--- src/rtl/opb_reg_share_arbiter_if.sv ---
// Bus bundle between fabric requesters and the shared simulink2ppc register pair.
interface opb_reg_share_arbiter_if #(
  parameter int unsigned N_REQ = 4
);
  logic [N_REQ-1:0]    req;
  logic [N_REQ*32-1:0] req_data;
  logic [N_REQ-1:0]    gnt;
  logic                sw_ack;
  logic [31:0]         user_data_out;
  logic [31:0]         status_out;

  // Requesters and software side drive this view.
  modport master (
    output req, req_data, sw_ack,
    input  gnt, user_data_out, status_out
  );

  // Arbiter view.
  modport slave (
    input  req, req_data, sw_ack,
    output gnt, user_data_out, status_out
  );
endinterface

--- src/rtl/opb_reg_share_arbiter.sv ---
// Round-robin arbiter sharing one simulink2ppc register pair among N_REQ requesters.
// A granted word is held until software toggles sw_ack (after a minimum hold time)
// or until the optional ack timeout forces release.
module opb_reg_share_arbiter #(
  parameter int unsigned N_REQ       = 4,
  parameter int unsigned HOLD_CYCLES = 16,
  parameter int unsigned ACK_TIMEOUT = 65535
) (
  input  logic                          OPB_Clk,
  input  logic                          OPB_Rst,
  opb_reg_share_arbiter_if.slave        bus_io
);

  localparam int unsigned PtrW  = (N_REQ > 1) ? $clog2(N_REQ) : 1;
  localparam int unsigned HoldW = $clog2(HOLD_CYCLES + 1);
  localparam int unsigned ToW   = (ACK_TIMEOUT > 1) ? $clog2(ACK_TIMEOUT + 1) : 1;

  typedef enum logic [0:0] {StIdle, StWaitAck} state_e;

  state_e           state_q, state_d;
  logic [PtrW-1:0]  rr_ptr_q, rr_ptr_d;
  logic [15:0]      seq_q, seq_d;
  logic [6:0]       tcnt_q, tcnt_d;
  logic [HoldW-1:0] hold_cnt_q, hold_cnt_d;
  logic [ToW-1:0]   wait_cnt_q, wait_cnt_d;
  logic             ack_pend_q, ack_pend_d;
  logic             ack_prev_q;
  logic             ack_init_q;
  logic             valid_q, valid_d;
  logic [2:0]       src_id_q, src_id_d;
  logic [31:0]      data_q, data_d;
  logic [N_REQ-1:0] gnt_q, gnt_d;

  logic             sel_found;
  logic [2:0]       sel_idx;
  logic             ack_toggle;
  logic             ack_seen;
  logic             hold_done;
  logic             to_hit;

  // ack_prev is only meaningful after its first load following reset release.
  assign ack_toggle = ack_init_q && (bus_io.sw_ack != ack_prev_q);
  assign ack_seen   = ack_pend_q || ack_toggle;
  assign hold_done  = (hold_cnt_q >= HoldW'(HOLD_CYCLES - 1));
  assign to_hit     = (ACK_TIMEOUT != 0) && (wait_cnt_q >= ToW'(ACK_TIMEOUT - 1));

  // Circular search for the first active request starting at rr_ptr.
  always_comb begin
    sel_found = 1'b0;
    sel_idx   = '0;
    for (int k = 0; k < int'(N_REQ); k++) begin
      if (!sel_found && bus_io.req[(int'(rr_ptr_q) + k) % int'(N_REQ)]) begin
        sel_found = 1'b1;
        sel_idx   = 3'((int'(rr_ptr_q) + k) % int'(N_REQ));
      end
    end
  end

  // Next-state logic for the grant/hold/release FSM and its datapath.
  always_comb begin
    state_d    = state_q;
    rr_ptr_d   = rr_ptr_q;
    seq_d      = seq_q;
    tcnt_d     = tcnt_q;
    hold_cnt_d = hold_cnt_q;
    wait_cnt_d = wait_cnt_q;
    ack_pend_d = ack_pend_q;
    valid_d    = valid_q;
    src_id_d   = src_id_q;
    data_d     = data_q;
    gnt_d      = '0;

    unique case (state_q)
      StIdle: begin
        // Toggles seen here only advance ack_prev; they never pre-ack the next word.
        if (sel_found) begin
          data_d     = bus_io.req_data[32*sel_idx +: 32];
          src_id_d   = sel_idx;
          seq_d      = seq_q + 16'd1;
          valid_d    = 1'b1;
          gnt_d      = N_REQ'(1) << sel_idx;
          rr_ptr_d   = PtrW'((int'(sel_idx) + 1) % int'(N_REQ));
          hold_cnt_d = '0;
          wait_cnt_d = '0;
          ack_pend_d = 1'b0;
          state_d    = StWaitAck;
        end
      end
      StWaitAck: begin
        if (hold_cnt_q < HoldW'(HOLD_CYCLES)) hold_cnt_d = hold_cnt_q + HoldW'(1);
        if ((ACK_TIMEOUT != 0) && (wait_cnt_q < ToW'(ACK_TIMEOUT))) begin
          wait_cnt_d = wait_cnt_q + ToW'(1);
        end
        if (ack_toggle) ack_pend_d = 1'b1;

        if (hold_done && ack_seen) begin
          valid_d = 1'b0;
          state_d = StIdle;
        end else if (to_hit && !ack_seen) begin
          // Forced release; an ack in the same cycle would have taken the branch above.
          valid_d = 1'b0;
          state_d = StIdle;
          if (tcnt_q != 7'h7F) tcnt_d = tcnt_q + 7'd1;
        end
      end
      default: state_d = StIdle;
    endcase
  end

  // State and datapath registers with asynchronous active-low reset.
  always_ff @(posedge OPB_Clk or negedge OPB_Rst) begin
    if (!OPB_Rst) begin
      state_q    <= StIdle;
      rr_ptr_q   <= '0;
      seq_q      <= '0;
      tcnt_q     <= '0;
      hold_cnt_q <= '0;
      wait_cnt_q <= '0;
      ack_pend_q <= 1'b0;
      ack_prev_q <= 1'b0;
      ack_init_q <= 1'b0;
      valid_q    <= 1'b0;
      src_id_q   <= '0;
      data_q     <= '0;
      gnt_q      <= '0;
    end else begin
      state_q    <= state_d;
      rr_ptr_q   <= rr_ptr_d;
      seq_q      <= seq_d;
      tcnt_q     <= tcnt_d;
      hold_cnt_q <= hold_cnt_d;
      wait_cnt_q <= wait_cnt_d;
      ack_pend_q <= ack_pend_d;
      ack_prev_q <= bus_io.sw_ack;
      ack_init_q <= 1'b1;
      valid_q    <= valid_d;
      src_id_q   <= src_id_d;
      data_q     <= data_d;
      gnt_q      <= gnt_d;
    end
  end

  // Register outputs straight onto the bus.
  always_comb begin
    bus_io.gnt           = gnt_q;
    bus_io.user_data_out = data_q;
    bus_io.status_out    = {valid_q, tcnt_q, 5'b0, src_id_q, seq_q};
  end

endmodule

--- src/flat_wrapper.sv ---
// flat-port wrapper written by rule: the top's interface ports become plain ports
module opb_reg_share_arbiter_flat 
#(
  parameter int unsigned N_REQ       = 4,
  parameter int unsigned HOLD_CYCLES = 16,
  parameter int unsigned ACK_TIMEOUT = 65535
)
  (OPB_Clk, OPB_Rst, bus_io_req, bus_io_req_data, bus_io_sw_ack, bus_io_gnt, bus_io_user_data_out, bus_io_status_out);
  opb_reg_share_arbiter_if #(.N_REQ(N_REQ)) bus_io_i ();
  input  logic OPB_Clk;
  input  logic OPB_Rst;
  input wire logic [$bits(bus_io_i.req)-1:0] bus_io_req;
  input wire logic [$bits(bus_io_i.req_data)-1:0] bus_io_req_data;
  input wire logic [$bits(bus_io_i.sw_ack)-1:0] bus_io_sw_ack;
  output wire logic [$bits(bus_io_i.gnt)-1:0] bus_io_gnt;
  output wire logic [$bits(bus_io_i.user_data_out)-1:0] bus_io_user_data_out;
  output wire logic [$bits(bus_io_i.status_out)-1:0] bus_io_status_out;
  assign bus_io_i.req = bus_io_req;
  assign bus_io_i.req_data = bus_io_req_data;
  assign bus_io_i.sw_ack = bus_io_sw_ack;
  assign bus_io_gnt = bus_io_i.gnt;
  assign bus_io_user_data_out = bus_io_i.user_data_out;
  assign bus_io_status_out = bus_io_i.status_out;
  opb_reg_share_arbiter #(.N_REQ(N_REQ), .HOLD_CYCLES(HOLD_CYCLES), .ACK_TIMEOUT(ACK_TIMEOUT)) u_core (.OPB_Clk(OPB_Clk), .OPB_Rst(OPB_Rst), .bus_io(bus_io_i));
endmodule
--- config.mk ---
export PLATFORM = sky130hd
export DESIGN_NAME = opb_reg_share_arbiter_flat
export DESIGN_NICKNAME = d
export VERILOG_FILES = /design/src/rtl/opb_reg_share_arbiter_if.sv /design/src/rtl/opb_reg_share_arbiter.sv /design/src/flat_wrapper.sv
export SDC_FILE = /design/constraint.sdc
export NUM_CORES = 1
export LEC_CHECK = 0
export ABC_AREA = 1
export BUFFER_PORTS_ARGS = -buffer_cell sky130_fd_sc_hd__buf_2
export CORE_AREA = 3 3 109 111
export DETAILED_ROUTE_END_ITERATION = 8
export DIE_AREA = 0 0 112 114
export GPL_TIMING_DRIVEN = 0
export PLACE_DENSITY = 0.86
export SYNTH_ARGS = -nofsm -noshare
export SYNTH_HDL_FRONTEND = slang
export SYNTH_SLANG_ARGS = --single-unit
--- constraint.sdc ---
create_clock -name OPB_Clk -period 3.5 [get_ports OPB_Clk]
set_input_delay 0.525 -clock OPB_Clk [delete_from_list [all_inputs] [get_ports OPB_Clk]]
set_output_delay 0.525 -clock OPB_Clk [all_outputs]
set_load 0.02 [all_outputs]
==> metrics.txt <==
# TYPE chip_impl_metric gauge
chip_impl_info{name="status",value="complete, no violations"} 1
chip_impl_metric{name="clkTransAtPathRegs",unit="ns"} 0.10
chip_impl_metric{name="die-width",unit="um"} 112
chip_impl_metric{name="drv_cap",unit=""} 0
chip_impl_metric{name="fin_worst_skew",unit="ns"} 0.01461
chip_impl_info{name="min-delay-path-class",value="input pin to asynchronous set/reset pin"} 1
chip_impl_metric{name="yosys_warnings",unit=""} 0
chip_impl_metric{name="nFillCells",unit=""} 963
chip_impl_metric{name="height_of_the_die",unit="um"} 114
chip_impl_info{name="final_cell_mix",value="242 x nand2_1, 215 x buf_2, 137 x inv_1"} 1
chip_impl_metric{name="routability_driven_placement_congestion_ratio",unit=""} 0.8984
chip_impl_metric{name="tightestPinTransition",unit="ns"} 0.5740
chip_impl_metric{name="wl_per_cell",unit="um"} 13.65
chip_impl_metric{name="first_iter_violations",unit=""} 428
chip_impl_metric{name="fin_setup_tns",unit="ns"} 0
chip_impl_metric{name="grt_start_max_net_pins",unit=""} 48
chip_impl_metric{name="min_period",unit="ns"} 2.093
chip_impl_metric{name="syn_to_final_growth",unit="%"} 24.02
chip_impl_metric{name="core-area",unit="um2"} 10890
chip_impl_info{name="rsz_0062_raised_after_global_routing",value="false"} 1
chip_impl_info{name="critical_path_origin",value="u_core.rr_ptr_q[0]"} 1
chip_impl_info{name="critPathLaunchType",value="flop"} 1
chip_impl_metric{name="finish.utilization",unit=""} 0.6563
chip_impl_metric{name="dpl.hpwl",unit="mm"} 12.75
chip_impl_metric{name="combined_global_route_utilization_of_all_metal_layers",unit=""} 0.2489
chip_impl_metric{name="worstPathMaxFanout",unit=""} 10
chip_impl_metric{name="postSynthCellCount",unit=""} 818
chip_impl_metric{name="worst-endpoint-arrival",unit="ns"} 2.41
chip_impl_metric{name="final_antenna_net_count",unit=""} 0
chip_impl_metric{name="routed_via_density",unit=""} 4.974
chip_impl_info{name="cts_tree",value="built"} 1
chip_impl_metric{name="synth_enable_flop_cells",unit=""} 0
chip_impl_metric{name="via_count_of_the_first_global_routing_pass",unit=""} 5565
chip_impl_info{name="synth-main-ff-cell",value="dfrtp_1"} 1
chip_impl_metric{name="route.vias.total",unit=""} 5849
chip_impl_metric{name="final_net_count",unit=""} 1172
chip_impl_metric{name="hold_buffers",unit=""} 0
chip_impl_metric{name="insertedDiodeCount",unit=""} 0
chip_impl_metric{name="route.final.wire_length",unit="mm"} 16.05
chip_impl_info{name="root_buffer",value="clkbuf_8"} 1
chip_impl_info{name="layout.cells.most_common",value="nand2_1"} 1
chip_impl_info{name="r2r_start",value="u_core.rr_ptr_q[0]"} 1
chip_impl_metric{name="port-buffer-count",unit=""} 196
chip_impl_metric{name="ff_latch_area",unit="um2"} 2227
chip_impl_metric{name="gr-total-overflow",unit=""} 0
chip_impl_metric{name="firstDrtPassIters",unit=""} 5
chip_impl_metric{name="clock_sink_count",unit=""} 89
chip_impl_metric{name="h-tree-depth",unit=""} 3
chip_impl_metric{name="synth_area_per_cell",unit="um2"} 7.044
chip_impl_metric{name="ctsLongestPathBuffers",unit=""} 2
chip_impl_metric{name="post_cts_setup_buffers",unit=""} 0
chip_impl_metric{name="cts-buffers-inserted",unit=""} 9
chip_impl_metric{name="mappedNetlistArea",unit="um2"} 5762
chip_impl_metric{name="ir_drop",unit="mV"} 0.7200
chip_impl_metric{name="setup-violations-final",unit=""} 0
chip_impl_metric{name="drt_drc_violations_left",unit=""} 0
chip_impl_metric{name="floorplan.initialDensity",unit=""} 0.5292
chip_impl_metric{name="post_cts_resize_count",unit=""} 0
chip_impl_metric{name="min_period_over_period",unit=""} 0.5980
chip_impl_metric{name="power.density_cell_area",unit="nW/um2"} 911.3
chip_impl_metric{name="seq_area_frac_synth",unit=""} 0.3865
chip_impl_metric{name="footprint_of_the_multi_input_gates",unit="um2"} 2759
chip_impl_metric{name="die_area",unit="um2"} 12770
chip_impl_metric{name="leakage",unit="nW"} 4.154
chip_impl_metric{name="yosys.cell_types.count",unit=""} 36
chip_impl_metric{name="grt_first_pass_wirelength",unit="mm"} 26.12
chip_impl_metric{name="clock_latency",unit="ns"} 0.37
chip_impl_metric{name="synth-seq-cells",unit=""} 89
chip_impl_metric{name="timing.final.max_slew_violations",unit=""} 0
chip_impl_metric{name="number_of_hold_violations_in_the_final_report",unit=""} 0
chip_impl_info{name="crit_path_kind",value="flop to flop"} 1
chip_impl_metric{name="antenna_found_initial",unit=""} 0
chip_impl_metric{name="postLayoutCellArea",unit="um2"} 7146
chip_impl_metric{name="async_reset_ff_frac",unit=""} 1.000
chip_impl_metric{name="fp-row-count",unit=""} 38
chip_impl_metric{name="max-slew-margin-rel",unit=""} 0.6173
chip_impl_metric{name="post_dp_cell_area",unit="um2"} 6967
chip_impl_metric{name="highest_achievable_clock_rate",unit="MHz"} 477.8
chip_impl_metric{name="io_pins",unit=""} 203
chip_impl_metric{name="required",unit="ns"} 3.81
chip_impl_info{name="crit_path_end_kind",value="flop"} 1
chip_impl_metric{name="layout-drive-gt1-share",unit=""} 0.2654
[layout make-up]
cell class | instances | share of cell area
Clock inverter | 6 | 0.007179
Tap cell | 140 | 0.02451
Inverter | 143 | 0.07512
Multi-Input combinational cell | 552 | 0.3861
Sequential cell | 89 | 0.3117
Buffer | 39 | 0.03607
Timing Repair Buffer | 197 | 0.1415
Clock buffer | 10 | 0.01786
[critical path: stages (launching register included)]
cell and delay [ns]:
dfrtp_1 0.39, buf_4 0.18, nand2_1 0.11, nand3_1 0.09
nand2_1 0.14, inv_2 0.09, nand4_1 0.11, nand3_2 0.19
nor2_4 0.30, buf_4 0.23, nand3_1 0.11, nand3_1 0.09
[flip-flops by register name (all words and copies together), names as in the netlist]
name                         cells
u_core.bus_io.user_data_out     32
u_core.seq_q                    16
u_core.wait_cnt_q               16
u_core.tcnt_q                    7
u_core.hold_cnt_q                5
u_core.bus_io.gnt                4
u_core.rr_ptr_q                  2
u_core.src_id_q                  2
u_core.ack_init_q                1
u_core.ack_pend_q                1
u_core.ack_prev_q                1
u_core.state_q                   1
u_core.valid_q                   1
[cell usage after synthesis (4+ instances only)]
library cell | number | area (um2)
a21oi_1 | 6 | 30.03
buf_2 | 20 | 100.1
buf_4 | 11 | 82.58
buf_6 | 6 | 67.56
dfrtp_1 | 89 | 2227
ha_1 | 6 | 75.07
inv_1 | 137 | 514.2
inv_2 | 5 | 18.77
nand2_1 | 242 | 908.4
nand2_2 | 6 | 37.54
nand2_4 | 4 | 45.04
nand3_1 | 106 | 530.5
nand3_2 | 5 | 50.05
nand4_1 | 12 | 75.07
nor2_1 | 45 | 168.9
nor3_1 | 9 | 45.04
o211ai_1 | 19 | 142.6
o21ai_0 | 16 | 80.08
o22ai_1 | 4 | 25.02
o31ai_1 | 5 | 37.54
or2_1 | 18 | 112.6
xnor2_1 | 6 | 52.55
xor2_1 | 22 | 192.7
[kinds of logic (layout without fill, tap and decap cells)]
| kind of cell | Yosys count | after routing | share of synthesized area |
|---|---|---|---|
| compound gates | 56 | 56 | 0.06167 |
| xor+xnor | 28 | 28 | 0.04256 |
| fa+ha+maj | 6 | 6 | 0.01303 |
| buf+inv | 182 | 395 | 0.1379 |
| flops | 89 | 89 | 0.3865 |
| other cells | 2 | 7 | 0.001303 |
| simple gates | 455 | 455 | 0.3570 |
[routing by layer]
| metal | wire, um | up-vias | global-route usage |
|---|---|---|---|
| met5 | 0 | - | 0 |
| met2 | 7816 | 236 | 0.4241 |
| met1 | 6680 | 2622 | 0.3193 |
| li1 | - | 2956 | - |
| met3 | 1077 | 35 | 0.03714 |
| met4 | 475 | 0 | 0.1026 |
[per-stage QoR]
step	setup WS (ns)	power, mW	std cells	hold slack [ns]
global route	1.146	7.102	1176	0.1953
CTS	1.411	6.502	1176	0.1655
floorplan	1.698	4.658	823	0.2294
finish	1.407	6.512	1176	0.1548
global placement	1.100	5.744	1159	0.4577
detailed placement	1.297	5.819	1160	0.4663
[worst paths after layout]
| path | endpoint | slack (ns) | depth (start not counted) |
|---|---|---|---|
| max in group asynchronous | u_core.seq_q[1] | 2.74 | 2 |
| setup reg to reg | u_core.bus_io.user_data_out[26] | 1.41 | 11 |
| hold / removal | u_core.wait_cnt_q[14] | 0.15 | 1 |
| hold reg to reg | u_core.bus_io.user_data_out[21] | 0.49 | 2 |
| min in group OPB_Clk | u_core.ack_prev_q | 0.29 | 1 |
| setup / recovery | u_core.bus_io.user_data_out[26] | 1.41 | 11 |
[where the power goes]
part	leakage (nW)	internal, mW	switching [mW]	total, mW
Combinational	2.95	1.45	2.72	4.16
Sequential	1.12	1.40	0.273	1.67
Clock	0.0814	0.269	0.404	0.673
Power figures use the tool's default switching activity.
